## config.mk

```make
export PLATFORM = sky130hd
export DESIGN_NAME = key_conditioner
export DESIGN_NICKNAME = d
export VERILOG_FILES = /design/src/rtl/key_conditioner.sv
export SDC_FILE = /design/constraint.sdc
export NUM_CORES = 1
export LEC_CHECK = 0
export CAP_MARGIN = 20
export CELL_PAD_IN_SITES_DETAIL_PLACEMENT = 0
export CELL_PAD_IN_SITES_GLOBAL_PLACEMENT = 2
export CORE_ASPECT_RATIO = 0.8
export CORE_MARGIN = 10
export CORE_UTILIZATION = 40
export CTS_CLUSTER_DIAMETER = 200
export DETAILED_ROUTE_END_ITERATION = 8
export PLACE_DENSITY_LB_ADDON = 0.3
export SYNTH_ARGS = -nofsm -noshare
export SYNTH_HDL_FRONTEND = slang
export SYNTH_SLANG_ARGS = --single-unit
```

## constraint.sdc

```tcl
create_clock -name clk -period 2.59 [get_ports clk]
set_input_delay 0.518 -clock clk [delete_from_list [all_inputs] [get_ports clk]]
set_output_delay 0.518 -clock clk [all_outputs]
set_load 0.005 [all_outputs]
```

## src/rtl/key_conditioner.sv

```systemverilog
// key_conditioner: synchronise, debounce and edge-detect active-low push-buttons.
// One key_chan instance per key; channels share nothing but clk/reset_n.
//
// Ports (all vectors are N_KEYS wide, bit i belongs to key i):
//   clk          system clock
//   reset_n      asynchronous active-low reset
//   key_n        raw asynchronous buttons, 0 = pressed
//   event_clr    clears the sticky flags (pulse or level)
//   key_level    debounced state, 1 = pressed
//   key_press    1-cycle pulse on an accepted press
//   key_release  1-cycle pulse on an accepted release
//   key_long     1-cycle pulse once per press after HOLD_CYCLES of press
//   press_sticky set by key_press, held until event_clr
//   long_sticky  set by key_long, held until event_clr

// key_chan: one key's synchroniser, debounce FSM, hold timer and sticky flags.
//   key_n/event_clr in, lvl/prs/rls/lng/prs_stk/lng_stk out (all registered).
module key_chan #(
  parameter int DEBOUNCE_CYCLES = 1000000,
  parameter int HOLD_CYCLES     = 100000000
) (
  input  logic clk,
  input  logic reset_n,
  input  logic key_n,
  input  logic event_clr,
  output logic lvl,
  output logic prs,
  output logic rls,
  output logic lng,
  output logic prs_stk,
  output logic lng_stk
);
  localparam int DW = $clog2(DEBOUNCE_CYCLES) + 1;
  localparam int HW = $clog2(HOLD_CYCLES) + 1;
  localparam logic [DW-1:0] D_ONE  = DW'(1);
  localparam logic [DW-1:0] D_LAST = DW'(DEBOUNCE_CYCLES - 1);
  localparam logic [HW-1:0] H_LAST = HW'(HOLD_CYCLES - 1);
  localparam logic [HW-1:0] H_SAT  = HW'(HOLD_CYCLES);

  typedef enum logic [1:0] {IDLE, PRESS_WAIT, PRESSED, RELEASE_WAIT} st_t;

  st_t           st, st_nxt;
  logic [1:0]    sync;
  logic          s;
  logic [DW-1:0] dcnt, dcnt_nxt;
  logic [HW-1:0] hcnt, hcnt_nxt;
  logic          lvl_nxt, prs_nxt, rls_nxt, lng_nxt;

  assign s = sync[1];

  always_comb begin
    st_nxt   = st;
    dcnt_nxt = dcnt;
    hcnt_nxt = hcnt;
    lvl_nxt  = lvl;
    prs_nxt  = 1'b0;
    rls_nxt  = 1'b0;
    lng_nxt  = 1'b0;
    // Hold timer runs through RELEASE_WAIT too, so a long press that
    // matures while the release is still being debounced is reported.
    // Saturating at HOLD_CYCLES makes key_long fire only once per press.
    if ((st == PRESSED || st == RELEASE_WAIT) && hcnt != H_SAT) begin
      hcnt_nxt = hcnt + HW'(1);
      lng_nxt  = (hcnt == H_LAST);
    end
    case (st)
      IDLE: begin
        if (s) begin
          st_nxt   = PRESS_WAIT;
          dcnt_nxt = D_ONE;
        end
      end
      PRESS_WAIT: begin
        if (!s) begin
          st_nxt   = IDLE;
          dcnt_nxt = '0;
        end else if (dcnt == D_LAST) begin
          st_nxt   = PRESSED;
          dcnt_nxt = '0;
          hcnt_nxt = '0;
          lvl_nxt  = 1'b1;
          prs_nxt  = 1'b1;
        end else begin
          dcnt_nxt = dcnt + DW'(1);
        end
      end
      PRESSED: begin
        if (!s) begin
          st_nxt   = RELEASE_WAIT;
          dcnt_nxt = D_ONE;
        end
      end
      RELEASE_WAIT: begin
        if (s) begin
          st_nxt   = PRESSED;
          dcnt_nxt = '0;
        end else if (dcnt == D_LAST) begin
          st_nxt   = IDLE;
          dcnt_nxt = '0;
          lvl_nxt  = 1'b0;
          rls_nxt  = 1'b1;
        end else begin
          dcnt_nxt = dcnt + DW'(1);
        end
      end
      default: st_nxt = IDLE;
    endcase
  end

  always_ff @(posedge clk or negedge reset_n) begin
    if (!reset_n) begin
      sync    <= '0;
      st      <= IDLE;
      dcnt    <= '0;
      hcnt    <= '0;
      lvl     <= 1'b0;
      prs     <= 1'b0;
      rls     <= 1'b0;
      lng     <= 1'b0;
      prs_stk <= 1'b0;
      lng_stk <= 1'b0;
    end else begin
      sync    <= {sync[0], ~key_n};
      st      <= st_nxt;
      dcnt    <= dcnt_nxt;
      hcnt    <= hcnt_nxt;
      lvl     <= lvl_nxt;
      prs     <= prs_nxt;
      rls     <= rls_nxt;
      lng     <= lng_nxt;
      // Set beats clear when both land in the same cycle.
      prs_stk <= prs | (prs_stk & ~event_clr);
      lng_stk <= lng | (lng_stk & ~event_clr);
    end
  end
endmodule

module key_conditioner #(
  parameter int N_KEYS          = 4,
  parameter int DEBOUNCE_CYCLES = 1000000,
  parameter int HOLD_CYCLES     = 100000000
) (
  input  logic              clk,
  input  logic              reset_n,
  input  logic [N_KEYS-1:0] key_n,
  input  logic [N_KEYS-1:0] event_clr,
  output logic [N_KEYS-1:0] key_level,
  output logic [N_KEYS-1:0] key_press,
  output logic [N_KEYS-1:0] key_release,
  output logic [N_KEYS-1:0] key_long,
  output logic [N_KEYS-1:0] press_sticky,
  output logic [N_KEYS-1:0] long_sticky
);
  for (genvar i = 0; i < N_KEYS; i++) begin : g_chan
    key_chan #(
      .DEBOUNCE_CYCLES(DEBOUNCE_CYCLES),
      .HOLD_CYCLES    (HOLD_CYCLES)
    ) u_chan (
      .clk      (clk),
      .reset_n  (reset_n),
      .key_n    (key_n[i]),
      .event_clr(event_clr[i]),
      .lvl      (key_level[i]),
      .prs      (key_press[i]),
      .rls      (key_release[i]),
      .lng      (key_long[i]),
      .prs_stk  (press_sticky[i]),
      .lng_stk  (long_sticky[i])
    );
  end
endmodule
```

==> qor.yml <==
status: "complete, no violations"
ant_nets: 0
leakage_uw: 0.00608
grt_pass1_wl_mm: 48.6
hold_violations: 0
met2WireLength_mm: 11.9
setup_ws_ns: 0.200
rsz0062_at_grt: "no"
die_area_sq_um: 38600
fin_cells: 1788
cts_buffers: 26
p_comb_share_pct: 6.2
clock_sinks: 236
synth_edf_count: 0
worstSetupPathType: "reg2reg"
postSynth.asyncResetShare_pct: 100
swShare_pct: 24.4
required_ns: 2.98
grt.total_usage_pct: 14.6
postPlaceCellArea_sq_um: 13200
routabilityCongestion: 0.761
path_cells: "or4_1 -> or3_4 -> o21ba_1 -> buf_4 -> a41oi_1 -> a31oi_1"
setup_violations: 0
route.vias.total: 9769
fillers: 2990
maxCapViolations: 0
relSlewSlack_pct: 55.2
netlist_top_cells_area: "dfrtp_1, xor2_1, nor2_1"
cts_tree: "built"
cts_buffer_depth: 3
p_clk_share_pct: 45.2
p_per_area_nw_per_um2: 573
rows: 57
seqPwrFrac_pct: 48.5
worst_pin_slew_ns: 0.668
clock_latency_ns: 0.55
worstPathArrival_ns: 2.78
syn_to_final_growth_pct: 13.0
power_uw: 8050
drtIter0Drc: 706
start_util_pct: 40.7
insertedDiodeCount: 0
crit_buf_inv: 1
clock_skew_ns: 0.0139
grt_max_degree: 70
cts.htree.levels: 1
yosysTopAreaCellShare_pct: 47.5
core_area_sq_um: 30500
critPathLaunchType: "flop"
clkTransAtPathRegs_ns: 0.06
root_buffer: "clkbuf_16"
ys_ff_latch: 236
grt_pass1_vias: 9531
post_cts_resized: 0
crit_family: "simple AND/OR/NAND/NOR gates"
cp_max_fo: 16
die_w_um: 217
p_switching_uw: 1970
synthCells: 1332
post-dp-hpwl_mm: 18.3
end_kind: "flop"
grt-ovfl-total: 0
drc: 0
placedCellCount: 1740
drive_above_1_share_pct: 7.93
ir_drop_v: 0.000626
period_share_pct: 92.3
dp_slack_ns: 0.203
slew_violations: 0
synthFlopType: "dfrtp_1"
slowest_delay_ns: 0.57
yosysMostFrequentCell: "dfrtp_1"
fmax_mhz: 418
ys.warnings.count: 0
die-height_um: 178
crit_slowest_cell: "or4_1"
yosys-top-cells-count: "dfrtp_1, nor2_1, nand2_1, nand3_1, nand4_1"
io_buffer_count: 33
post_cts_buffers: 0
ys_types: 63
nets: 1378
setup_tns_ns: 0
dr_wl_met3_um: 952
routed.top_layer: "met4"
p_int_uw: 6090
stdcell_area_sq_um: 14000
drt_pre_antenna_iters: 5
avgRoutedWirePerCell_um: 15.5
fin_crit_ns: 2.39
hold_class: "reg2reg"
synth_area_sq_um: 12400
io_pins: 34
synth_top_area_cell: "dfrtp_1"
synth.yosys.seq_area_share_pct: 47.5
avgSynthCellArea_sq_um: 9.33
routed_wl_mm: 27.8
antenna_found_initial: 0
vias_per_cell: 5.46
wl_met1_mm: 14.3
syn_nets: 1354
-- placed cells by master (no fill, tap or decap), types with 12 or more instances in the layout --
cell             netlist  routed
o211ai_1              13      13
buf_4                 24      35
ha_1                  12      12
nand2_1              120     120
and3_1                23      23
a31oi_1               49      49
nor3_1                28      28
inv_1                 43      43
or4_1                 16      16
mux2i_1               12      12
a21o_1                19      19
nand4_1               72      72
nor4b_1               18      18
and4_1                20      20
nand3_1               82      82
nor4_1                23      23
clkdlybuf4s50_1        0      32
o21ai_0               49      49
xnor2_1               23      23
clkbuf_16              0      27
or3_1                 24      24
a21oi_1               58      58
xor2_1                62      62
nor2_1               136     136
and2_1                16      16
dfrtp_1              236     236
-- flip-flops by register name, summed over array words and instances (netlist names), named ones only --
signal and cells:
g_chan.u_chan.prs_stk 4, g_chan.u_chan.sync 8, g_chan.u_chan.lng_stk 4, g_chan.u_chan.hcnt 112, g_chan.u_chan.st 4, g_chan.u_chan.lng 4
g_chan.u_chan.dcnt 84, g_chan.u_chan.rls 4, g_chan.u_chan.prs 4, g_chan.u_chan.lvl 4
-- layout make-up --
cell class	instances	area, sq um	area share (%)
Timing Repair Buffer	72	668	4.76
Clock inverter	5	27.5	0.196
Inverter	43	161	1.15
Tap cell	413	517	3.68
Clock buffer	42	812	5.78
Sequential cell	236	5910	42.1
Multi-Input combinational cell	977	5950	42.4
-- cell families after synthesis --
family	after synthesis	synth area share [%]
simple gates	626	27.1
compound gates	239	12.2
flops	236	47.5
buf+inv	119	4.71
xor+xnor	85	5.99
mux	15	1.24
fa+ha+maj	12	1.21
-- power by group through the flow --
| stage | Sequential, uW | Combinational (uW) | Clock (uW) |
|---|---|---|---|
| floorplan | 3920 | 337 | 0 |
| global placement | 3970 | 502 | 0 |
| detailed placement | 3970 | 508 | 0 |
| CTS | 3900 | 511 | 3760 |
| global route | 3930 | 578 | 3910 |
| finish | 3910 | 503 | 3640 |
-- timing repair --
action,in CTS,in global routing
endpoints found under the hold margin,45,0
endpoints found under the setup margin,0,0
hold buffers,1,0
-- per-stage QoR --
step	hold WS [ns]	utilization, %
final	0.348	46.0
after global routing	0.356	46.0
after CTS	0.349	46.0
after detailed placement	0.335	43.2
after global placement	0.331	43.2
after floorplan	0.222	-
-- worst paths after layout --
check                                             to  slack [ns]                       from  cells past startpoint
max reg2reg                g_chan[0].u_chan.dcnt[11]        0.20  g_chan[0].u_chan.dcnt[11]                      6
min in group asynchronous       g_chan[0].u_chan.prs        0.48                    reset_n                      2
max in group asynchronous       g_chan[1].u_chan.lvl        1.34                    reset_n                      3
min reg2reg                 g_chan[1].u_chan.sync[1]        0.35   g_chan[1].u_chan.sync[0]                      0
max                        g_chan[0].u_chan.dcnt[11]        0.20  g_chan[0].u_chan.dcnt[11]                      6
min                         g_chan[1].u_chan.sync[1]        0.35   g_chan[1].u_chan.sync[0]                      0
-- per-layer routing --
| metal | vias to the layer above | track usage, % |
|---|---|---|
| li1 | 4876 | - |
| met1 | 4723 | 21.7 |
| met2 | 137 | 21.8 |
| met3 | 33 | 2.43 |
| met4 | 0 | 3.14 |
| met5 | - | 0 |
Power figures use the tool's default switching activity.
